### config.mk
export PLATFORM = sky130hd
export DESIGN_NAME = vga_timing_ctrl
export DESIGN_NICKNAME = d
export VERILOG_FILES = /design/src/rtl/vga_timing_ctrl_pkg.sv /design/src/rtl/vga_timing_ctrl_sync_pipe.sv /design/src/rtl/vga_timing_ctrl.sv
export SDC_FILE = /design/constraint.sdc
export NUM_CORES = 1
export LEC_CHECK = 0
export ABC_AREA = 0
export ABC_CLOCK_PERIOD_IN_PS = 3900
export CORE_MARGIN = 10
export CORE_UTILIZATION = 55
export DETAILED_ROUTE_END_ITERATION = 12
export PLACE_DENSITY = 0.79
export SYNTH_ARGS = -nofsm -noshare
export SYNTH_HDL_FRONTEND = slang
export SYNTH_SLANG_ARGS = --single-unit
### constraint.sdc
create_clock -name clk -period 3.9 [get_ports clk]
set_clock_uncertainty 0.15 [all_clocks]
set_input_delay 0.78 -clock clk [delete_from_list [all_inputs] [get_ports clk]]
set_output_delay 0.78 -clock clk [all_outputs]
set_load 0.01 [all_outputs]
### src/rtl/vga_timing_ctrl_pkg.sv
// Shared timing defaults and pixel type for the VGA timing controller.
package vga_timing_ctrl_pkg;

  localparam int unsigned DEF_H_ACTIVE = 640;
  localparam int unsigned DEF_H_FP     = 16;
  localparam int unsigned DEF_H_SYNC   = 96;
  localparam int unsigned DEF_H_BP     = 48;
  localparam int unsigned DEF_V_ACTIVE = 480;
  localparam int unsigned DEF_V_FP     = 10;
  localparam int unsigned DEF_V_SYNC   = 2;
  localparam int unsigned DEF_V_BP     = 33;
  localparam int unsigned DEF_FB_W     = 320;
  localparam int unsigned DEF_FB_H     = 240;

  localparam int unsigned H_TOTAL = DEF_H_ACTIVE + DEF_H_FP + DEF_H_SYNC + DEF_H_BP;
  localparam int unsigned V_TOTAL = DEF_V_ACTIVE + DEF_V_FP + DEF_V_SYNC + DEF_V_BP;

  localparam int unsigned ADDR_W     = 17;
  localparam int unsigned PIX_W      = 16;
  localparam int unsigned PIPE_DEPTH = 3;

  // RGB565 pixel as read from the frame buffer
  typedef struct packed {
    logic [4:0] r;
    logic [5:0] g;
    logic [4:0] b;
  } rgb565_t;

endpackage

### src/rtl/vga_timing_ctrl_sync_pipe.sv
// N-stage delay line with async reset to a configurable idle value.
module sync_pipe #(
  parameter int unsigned N = 3,
  parameter int unsigned W = 1,
  parameter logic [W-1:0] RST_VAL = '0
) (
  input  logic         clk,
  input  logic         rst_n,
  input  logic [W-1:0] d,
  output logic [W-1:0] q
);

  logic [W-1:0] stg [N];

  // Shift register; reset forces every stage to the idle value
  always_ff @(posedge clk or negedge rst_n) begin
    if (!rst_n) begin
      for (int i = 0; i < N; i++) stg[i] <= RST_VAL;
    end else begin
      stg[0] <= d;
      for (int i = 1; i < N; i++) stg[i] <= stg[i-1];
    end
  end

  assign q = stg[N-1];

endmodule

### src/rtl/vga_timing_ctrl.sv
// VGA raster timing with 2x upscaled frame-buffer fetch; all outputs 3 cycles behind the counters.
module vga_timing_ctrl
  import vga_timing_ctrl_pkg::*;
#(
  parameter int unsigned H_ACTIVE = DEF_H_ACTIVE,
  parameter int unsigned H_FP     = DEF_H_FP,
  parameter int unsigned H_SYNC   = DEF_H_SYNC,
  parameter int unsigned H_BP     = DEF_H_BP,
  parameter int unsigned V_ACTIVE = DEF_V_ACTIVE,
  parameter int unsigned V_FP     = DEF_V_FP,
  parameter int unsigned V_SYNC   = DEF_V_SYNC,
  parameter int unsigned V_BP     = DEF_V_BP,
  parameter int unsigned FB_W     = DEF_FB_W,
  parameter int unsigned FB_H     = DEF_FB_H
) (
  input  logic        clk,
  input  logic        rst_n,
  input  logic [15:0] rd_data,
  output logic [16:0] rd_addr,
  output logic        rd_en,
  output logic [15:0] Dout,
  output logic        Nblank,
  output logic        Hsync,
  output logic        Vsync,
  output logic        frame_start
);

  localparam int unsigned H_TOT  = H_ACTIVE + H_FP + H_SYNC + H_BP;
  localparam int unsigned V_TOT  = V_ACTIVE + V_FP + V_SYNC + V_BP;
  localparam int unsigned HW     = $clog2(H_TOT);
  localparam int unsigned VW     = $clog2(V_TOT);
  localparam int unsigned HS_BEG = H_ACTIVE + H_FP;
  localparam int unsigned HS_END = HS_BEG + H_SYNC;
  localparam int unsigned VS_BEG = V_ACTIVE + V_FP;
  localparam int unsigned VS_END = VS_BEG + V_SYNC;
  localparam int unsigned LB_MAX = (FB_H - 1) * FB_W;

  logic [HW-1:0]     h_cnt;
  logic [VW-1:0]     v_cnt;
  logic [ADDR_W-1:0] line_base;
  logic              act_d2;
  rgb565_t           pix_q;

  logic h_last_c, v_last_c, active_c, hsync_c, vsync_c, fstart_c;

  // Raster decode of the current counter state
  always_comb begin
    h_last_c = (h_cnt == HW'(H_TOT - 1));
    v_last_c = (v_cnt == VW'(V_TOT - 1));
    active_c = (h_cnt < HW'(H_ACTIVE)) && (v_cnt < VW'(V_ACTIVE));
    hsync_c  = !((h_cnt >= HW'(HS_BEG)) && (h_cnt < HW'(HS_END)));
    vsync_c  = !((v_cnt >= VW'(VS_BEG)) && (v_cnt < VW'(VS_END)));
    fstart_c = (h_cnt == '0) && (v_cnt == '0);
  end

  // Horizontal and vertical raster counters
  always_ff @(posedge clk or negedge rst_n) begin
    if (!rst_n) begin
      h_cnt <= '0;
      v_cnt <= '0;
    end else if (h_last_c) begin
      h_cnt <= '0;
      v_cnt <= v_last_c ? '0 : v_cnt + VW'(1);
    end else begin
      h_cnt <= h_cnt + HW'(1);
    end
  end

  // Source-row base address: steps one FB row after every second active line
  always_ff @(posedge clk or negedge rst_n) begin
    if (!rst_n) begin
      line_base <= '0;
    end else if (h_last_c) begin
      if (v_last_c) begin
        line_base <= '0;
      end else if (v_cnt[0] && (v_cnt < VW'(V_ACTIVE)) && (line_base != ADDR_W'(LB_MAX))) begin
        line_base <= line_base + ADDR_W'(FB_W);
      end
    end
  end

  // Fetch stage: address is base plus half the column, held at 0 in blanking
  always_ff @(posedge clk or negedge rst_n) begin
    if (!rst_n) begin
      rd_en   <= 1'b0;
      rd_addr <= '0;
    end else begin
      rd_en   <= active_c;
      rd_addr <= active_c ? line_base + ADDR_W'(h_cnt >> 1) : '0;
    end
  end

  // Track the RAM latency, then capture the returned pixel or black
  always_ff @(posedge clk or negedge rst_n) begin
    if (!rst_n) begin
      act_d2 <= 1'b0;
      pix_q  <= '0;
    end else begin
      act_d2 <= rd_en;
      pix_q  <= act_d2 ? rgb565_t'(rd_data) : '0;
    end
  end

  assign Dout = pix_q;

  sync_pipe #(
    .N       (PIPE_DEPTH),
    .W       (4),
    .RST_VAL (4'b1100)
  ) u_sync_pipe (
    .clk   (clk),
    .rst_n (rst_n),
    .d     ({hsync_c, vsync_c, active_c, fstart_c}),
    .q     ({Hsync, Vsync, Nblank, frame_start})
  );

endmodule
# [Yosys cells after proc, flatten, opt, wreduce, memory -nomap -nowiden]
# Cells that the tools add are included.
[classes] n_lt_le_gt_ge=6 n_reduce_logical=12 eq_ne=3 muxes=6 addsub=4
[op_table] cell="2-to-1 mux 17 bit" n=3
[op_table] cell="adder 10 x 1 -> 10 bit (second input constant)" n=2
[op_table] cell="equality test 10 bit (second input constant)" n=2
[op_table] cell="zero test 10 bit" n=2
[op_table] cell="less-than comparator 10 bit (second input constant)" n=2
[op_table] cell="less-than comparator 10 x 9 -> 1 bit (second input constant)" n=2
[op_table] cell="2-to-1 mux 10 bit" n=2
[op_table] cell="adder 17 x 9 -> 17 bit" n=1
[op_table] cell="adder 17 x 9 -> 17 bit (second input constant)" n=1
[op_table] cell="inequality test 17 bit (second input constant)" n=1
[op_table] cell="2-to-1 mux 16 bit" n=1
[op_table] cell="greater-or-equal comparator 10 bit (second input constant)" n=1
[op_table] cell="greater-or-equal comparator 10 x 9 -> 1 bit (second input constant)" n=1
[op_table] cell="logical AND 1 bit" n=6
[op_table] cell="zero test 1 bit" n=2
[op_table] cell="AND reduction 2 bit" n=1
[op_table] cell="nonzero test 2 bit" n=1
[totals] register_bits=84 wordCells=43

# [Logic depth before layout (Yosys ltp)]
# Gate-level depths: netlist (run 1).
[logic_depth] depth_word=5 ltp_mapped=8 ltp_nobuf=7

# [By module]
# Synthesis (run 1) repeated with hierarchy kept, for this count alone.
[unflattened] hier_cells=300 area_unflattened_um2=3374.5
[by_module_without_submodules] module="vga_timing_ctrl" cells_each=284 n_inst=1 area_each_um2=3036.7
[by_module_without_submodules] module="sync_pipe" cells_each=16 n_inst=1 area_each_um2=337.8

# [Least setup slack after synthesis (run 1)]
# OpenSTA, ideal clock, no wires.
[synth_timing] path_type="reg-to-reg" start="reg h_cnt[8]" end="reg rd_addr[14]" n_path_buf=0 arrival_time_ps=1741 path_slack_ps=1877 stages_incl_launch_ff=7 required_ps=3618 setup_ps=132 synth_period_minus_slack_ps=2023 cell_sequence="dfrtp_1 -> ha_1 -> a21o_1 -> a21oi_1 -> nor3_1 -> xnor2_1 -> nor2_1"
[synth_between] elab_chain_len=3
[synth_rtl] element="start, declared" line="vga_timing_ctrl.sv:38" text="logic [HW-1:0] h_cnt;"
[synth_rtl] element="start signal, assigned" line="vga_timing_ctrl.sv:65" text="h_cnt <= h_cnt + HW'(1);"
[synth_rtl] element="parallel branches: the longest is 2 deep, another holds adder 17 x 9 -> 17 bit"
[synth_rtl] element="2-to-1 mux 17 bit (*)" line="vga_timing_ctrl.sv:89" text="rd_addr <= active_c ? line_base + ADDR_W'(h_cnt >> 1) : '0;"
[synth_rtl] element="end signal, assigned" line="vga_timing_ctrl.sv:89"
[synth_rtl] element="end, declared" line="vga_timing_ctrl.sv:19" text="output logic [16:0] rd_addr,"
# Mark *: on every way between the ends.
# A chain may end at the register's enable or synchronous reset.

# [Final worst setup path (run 1)]
[layout_timing] start="reg h_cnt[0]" end="reg line_base[7]"
[layout_between] elab_chain_len=2
[layout_rtl] element="equality test 10 bit" line="vga_timing_ctrl.sv:48" text="h_last_c = (h_cnt == HW'(H_TOT - 1));"
[layout_rtl] element="AND reduction 2 bit (no line)"
[layout_rtl] element="end signal, assigned" line="vga_timing_ctrl.sv:77" text="line_base <= line_base + ADDR_W'(FB_W);"
[layout_rtl] element="end, declared" line="vga_timing_ctrl.sv:40" text="logic [ADDR_W-1:0] line_base;"
# Every way passes these cells.

==> reports/summary.txt, run 1 <==
Hold Path Class - reg2reg
Switching Share - 21.07%
Mapped Area - 3366 µm²
Hold Buf Count CTS - 0
largest vdd supply drop - 258.0 µV
Setup Total Neg Slack - 0 ns
fraction of layout instances using a drive strength above 1 - 10.25%
total gr overflow - 0
max_cap viols - 0
CP required - 3.98 ns
simple-gate share of the synthesized area - 22.53%
IO Port Bufs - 55
Initial Util - 56.85%
WL/cell - 15.76 µm
area grow syn2layout - 22.86%
CP peak stage delay - 0.90 ns
P per Cell Area - 343.3 nW/µm²
placed insts - 421
Synth Area in XOR/XNOR - 4.164%
fillers - 446
starting DRC count in detailed routing - 137
post-DP HPWL - 5032 µm
area fraction in compound gates after synthesis - 10.07%
routed vias - 2408
drt pass-1 iters - 4
Mapped Cells - 303
Area contributors post-synth - dfrtp_1, dfstp_2, ha_1, and2_1, nor2_1
num rows - 28
Post-Synthesis Net Count - 330
largest family of logic cells by synthesized area - simple AND/OR/NAND/NOR gates
clock sink count - 76
core area - 5921 µm²
Clk pwr share - 39.5%
Worst-path clk slew - 0.07 ns
Tmin final - 2.455 ns
die height - 98.23 µm
WS Path Type - reg2reg
Worst EP arrival - 2.53 ns
CP Max Fanout - 16
Max clock buf depth - 2
gr usage total - 14.25%
Slew Limit Fails - 0
initial antenna violation count - 0
Die X - 98.23 µm
Post-CTS Setup Repair Bufs - 0
largest net degree at the start of global routing - 40
mux cell area share after synthesis - 0.4461%
slew at the pin closest to its max-slew limit - 1.076 ns
number of synthesis warnings - 0
startpoint types - flip-flop
most common cell in the synthesized netlist - dfrtp_1
Combinational Power Share - 4.3%
post-synth top area share - 52.04%
vias in the first global route - 2359
top_reg_cell synth - dfrtp_1
PostCTS Resize Cnt - 0
post-synthesis sequential area ratio - 56.73%
CTS tree - done
Residual DRC - 0
static leakage power - 1.798 nW
status - complete, no violations
Post-synth EDFFs - 0
nets - 384
Final Setup Violations - 0
CP bufs+invs - 0
synthesis-stage register bit count - 76
kind of end point of the critical path - flip-flop
Fmax achieved - 407.3 MHz
Int Pwr - 0.001120 W
Synth Area in Adders - 3.346%
routed vias/inst - 5.523
first-pass GRT wire length - 11520 µm
Commonest cells post-synth - dfrtp_1, nor2_1, nand2_1
crit path cell chain - ha_1, nand3_4, nor3_2, a21oi_2, a22o_1
Netlist cell types - 52
Fin Hold WS - 0.2020 ns
FFs w/ async S/R, synth - 100.0%
switching power of the nets - 0.0002991 W
Clock Latency Late Sink - 0.34 ns
register share of total power - 56.2%
die area - 9648 µm²
cell with the largest stage delay on the worst path - nor3_2
drt total wl - 6871 µm
final period utilization - 62.95%
Post-Layout Cell Count - 436
area leader, netlist - dfrtp_1
final hold vios - 0
CTS root buf - clkbuf_8
delay-heaviest family, CP - simple AND/OR/NAND/NOR gates
H-tree levels - 3
ANT nets after route - 0
Antenna diodes - 0
Slew headroom - 27.90%
RSZ-0062 raised after global routing - false
number of CTS-inserted buffers - 9
syn_area_per_cell - 11.11 µm²
I/O pin cnt - 56
Routability Congestion - 0.8481
total chip power - 0.001420 W
==> metal layers <==
metal,vias up,GRT usage (%),share of wire (%)
li1,1166,-,-
met1,1170,19.28,48
met2,64,21.37,45
met3,8,3.735,5.5
met4,0,5.402,1.1
met5,-,0,0
==> final cells by class <==
class / count / area [µm²] / share of cell area, %
Inverter: 5 / 18.77 / 0.4539
Tap cell: 75 / 93.84 / 2.269
Clock inverter: 5 / 55.05 / 1.331
Timing Repair Buffer: 56 / 565.5 / 13.68
Clock buffer: 10 / 127.6 / 3.086
Sequential cell: 76 / 1909 / 46.17
Multi-Input combinational cell: 209 / 1365 / 33.01
==> registers in the layout, summed over array words and instances, names as in the netlist <==
register,cells
Dout,16
v_cnt,10
line_base,11
rd_addr,17
h_cnt,10
u_sync_pipe.q,4
u_sync_pipe.stg,8
==> power groups by stage <==
| stage | sequential, W | clock [W] | combinational [W] |
|---|---|---|---|
| after global placement | 0.000813 | 0 | 0.0000616 |
| final | 0.000798 | 0.000560 | 0.0000606 |
| after global routing | 0.000799 | 0.000608 | 0.0000671 |
| after detailed placement | 0.000814 | 0 | 0.0000630 |
| after floorplan | 0.000818 | 0 | 0.00000558 |
| after CTS | 0.000798 | 0.000573 | 0.0000633 |
==> cells in the final DEF, fill, tap and decap left out, drive strengths merged, types with 2 or more instances in the layout <==
cell type / Yosys / final
a21o: 7 / 7
a21oi: 13 / 13
and2: 17 / 17
and3: 8 / 8
and4: 3 / 3
buf: 8 / 2
clkbuf: 5 / 10
clkdlybuf4s50: 0 / 54
clkinv: 0 / 2
clkinvlp: 0 / 2
dfrtp: 70 / 70
dfstp: 6 / 6
ha: 9 / 9
inv: 5 / 5
nand2: 21 / 21
nand2b: 2 / 2
nand3: 15 / 15
nand4: 7 / 7
nor2: 25 / 25
nor2b: 4 / 4
nor3: 7 / 7
nor4: 3 / 3
o21ai: 25 / 25
o31ai: 4 / 4
or2: 2 / 2
or3: 4 / 4
or4: 2 / 2
xnor2: 10 / 10
xor2: 6 / 6
==> metrics by stage <==
stage          util (%)  setup WS (ns)  instance area [µm²]
2_1_floorplan         -          1.877                 3366
3_3_place_gp      66.76          1.573                 3953
3_5_place_dp      66.76          1.474                 3953
4_1_cts           69.84          1.459                 4135
5_1_grt           69.84          1.266                 4135
6_report          69.84          1.445                 4135
==> cell families after synthesis <==
group | after synthesis
buf+inv | 18
mux | 1
fa+ha+maj | 9
flops | 76
compound gates | 55
xor+xnor | 16
simple gates | 128
==> worst paths after layout <==
check | start | end | slack, ns | cells after the start
min in group asynchronous | rst_n | Dout[10] | 0.39 | 1
worst min-delay path | u_sync_pipe.stg[4] | u_sync_pipe.q[0] | 0.20 | 0
worst max-delay path | h_cnt[0] | line_base[7] | 1.44 | 5
max in group asynchronous | rst_n | u_sync_pipe.stg[7] | 2.45 | 2
worst max register to register | h_cnt[0] | line_base[7] | 1.44 | 5
worst min register to register | u_sync_pipe.stg[4] | u_sync_pipe.q[0] | 0.20 | 0
(Power assumes the default switching activity.)
==> inputs of run 2 (changes only) <==
- ABC_CLOCK_PERIOD_IN_PS: 3900 -> 2500
- CORE_UTILIZATION: 55 -> 53
- PLACE_DENSITY: 0.79 -> 0.77
- clock period: 3.9 -> 2.5 ns (I/O delays scaled with it)
==> reports/summary.txt, run 2 (synthesized netlist as in run 1, its figures left out) <==
status - complete, no violations (unchanged)
slew at the pin closest to its max-slew limit - 0.4635 ns (was 1.076 ns)
largest vdd supply drop - 327.6 µV (was 258.0 µV)
drt total wl - 7132 µm (was 6871 µm)
area grow syn2layout - 24.83% (was 22.86%)
Reg with most FFs - rd_addr (unchanged)
Post-CTS Setup Repair Bufs - 0 (unchanged)
core area - 6026 µm² (was 5921 µm²)
RSZ-0062 raised after global routing - false (unchanged)
Routability Congestion - 0.8153 (was 0.8481)
Post-Layout Cell Count - 443 (was 436)
IO Port Bufs - 55 (unchanged)
Worst EP arrival - 2.23 ns (was 2.53 ns)
vias in the first global route - 2410 (was 2359)
ANT nets after route - 0 (unchanged)
static leakage power - 1.845 nW (was 1.798 nW)
Worst Reg-to-Reg Cells - 6 (was 5)
die area - 9938 µm² (was 9648 µm²)
Tmin final - 2.141 ns (was 2.455 ns)
CTS tree - done (unchanged)
final hold vios - 0 (unchanged)
H-tree levels - 3 (unchanged)
number of CTS-inserted buffers - 9 (unchanged)
max reg flops - 17 (unchanged)
Clock Latency Late Sink - 0.35 ns (was 0.34 ns)
Initial Util - 55.86% (was 56.85%)
post-DP HPWL - 5058 µm (was 5032 µm)
initial antenna violation count - 0 (unchanged)
Die X - 99.69 µm (was 98.23 µm)
clock sink count - 76 (unchanged)
Hold Path Class - in2async (was reg2reg)
WL/cell - 16.10 µm (was 15.76 µm)
Fmax achieved - 467.2 MHz (was 407.3 MHz)
Residual DRC - 0 (unchanged)
final period utilization - 85.62% (was 62.95%)
commonest non-fill, non-tap cell in the layout - dfrtp_1 (unchanged)
kind of end point of the critical path - flip-flop (unchanged)
CP Max Fanout - 10 (was 16)
drt pass-1 iters - 4 (unchanged)
Final Setup Violations - 0 (unchanged)
fillers - 426 (was 446)
Antenna diodes - 0 (unchanged)
P per Cell Area - 547.1 nW/µm² (was 343.3 nW/µm²)
routed vias - 2382 (was 2408)
total gr overflow - 0 (unchanged)
I/O pin cnt - 56 (unchanged)
die height - 99.69 µm (was 98.23 µm)
fraction of layout instances using a drive strength above 1 - 11.96% (was 10.25%)
Worst-path clk slew - 0.08 ns (was 0.07 ns)
first-pass GRT wire length - 12360 µm (was 11520 µm)
most frequent cells in the layout - dfrtp_1, clkdlybuf4s50_1, nor2_1 (unchanged)
PostCTS Resize Cnt - 0 (unchanged)
placed insts - 427 (was 421)
Setup Total Neg Slack - 0 ns (unchanged)
CP required - 2.59 ns (was 3.98 ns)
startpoint types - flip-flop (unchanged)
dpl ws - 0.4152 ns (was 1.474 ns)
CTS root buf - clkbuf_8 (unchanged)
Slew headroom - 68.82% (was 27.90%)
routed vias/inst - 5.377 (was 5.523)
max_cap viols - 0 (unchanged)
R2R setup slack - 0.36 ns (was 1.44 ns)
largest net degree at the start of global routing - 77 (was 40)
Max clock buf depth - 2 (unchanged)
num rows - 28 (unchanged)
nets - 390 (was 384)
gr usage total - 15.17% (was 14.25%)
Slew Limit Fails - 0 (unchanged)
setup ws final - 0.3594 ns (was 1.445 ns)
Hold Buf Count CTS - 0 (unchanged)
starting DRC count in detailed routing - 232 (was 137)
WS Path Type - reg2reg (unchanged)
[run 2: changes by cell type in the layout (fill, tap and decap cells not counted), sizes merged]
cell	change
buf	+6
clkbuf	+2
clkinvlp	-2
clkinv	+1
[run 2: path summary, 6_finish.rpt]
path                                    start                   to
hold reg to reg            u_sync_pipe.stg[4]     u_sync_pipe.q[0]
setup / recovery                     h_cnt[0]        line_base[11]
setup reg to reg                     h_cnt[0]        line_base[11]
hold / removal                          rst_n           rd_addr[9]
min in group clk           u_sync_pipe.stg[4]     u_sync_pipe.q[0]
max in group asynchronous               rst_n  u_sync_pipe.stg[10]
[run 2: per-stage QoR]
step / utilization [%] / instance area (µm²) / power [W] / hold WS [ns]
2_1_floorplan: - / 3366 / 0.001286 / 0.05441
3_3_place_gp: 66.34 / 3998 / 0.001364 / 0.1825
3_5_place_dp: 66.34 / 3998 / 0.001368 / 0.1903
4_1_cts: 69.73 / 4202 / 0.002306 / 0.03771
5_1_grt: 69.73 / 4202 / 0.002380 / 0.04401
6_report: 69.73 / 4202 / 0.002299 / 0.005472
[run 2: area by class of cell]
| cell class | count | area (µm²) | share of cell area [%] |
|---|---|---|---|
| clock buffer | 12 | 155.1 | 3.693 |
| clock inverter | 4 | 48.80 | 1.161 |
| inverter | 5 | 18.77 | 0.4467 |
| multi-input combinational | 209 | 1365 | 32.49 |
| sequential | 76 | 1909 | 45.44 |
| tap | 75 | 93.84 | 2.233 |
| timing repair buffer | 62 | 610.6 | 14.53 |
[run 2: where the power goes]
group	internal (W)	total (W)	switching (W)
combinational	0.0000538	0.0000956	0.0000419
clock	0.000514	0.000957	0.000443
sequential	0.00124	0.00125	0.00000367
[run 2: critical path, stage by stage (launching register included)]
cell     delay (ns)
dfrtp_1        0.42
ha_1           0.29
nand3_4        0.14
nor2_1         0.15
nand4_1        0.39
o41ai_2        0.42
nor2_1         0.07
[run 2: layer usage]
| metal | up-vias | global-route usage, % | share of wire (%) |
|---|---|---|---|
| met2 | 76 | 22.10 | 44 |
| met4 | 0 | 5.623 | 1.9 |
| li1 | 1179 | - | - |
| met5 | - | 0 | 0 |
| met1 | 1116 | 20.00 | 48 |
| met3 | 11 | 5.744 | 6.4 |
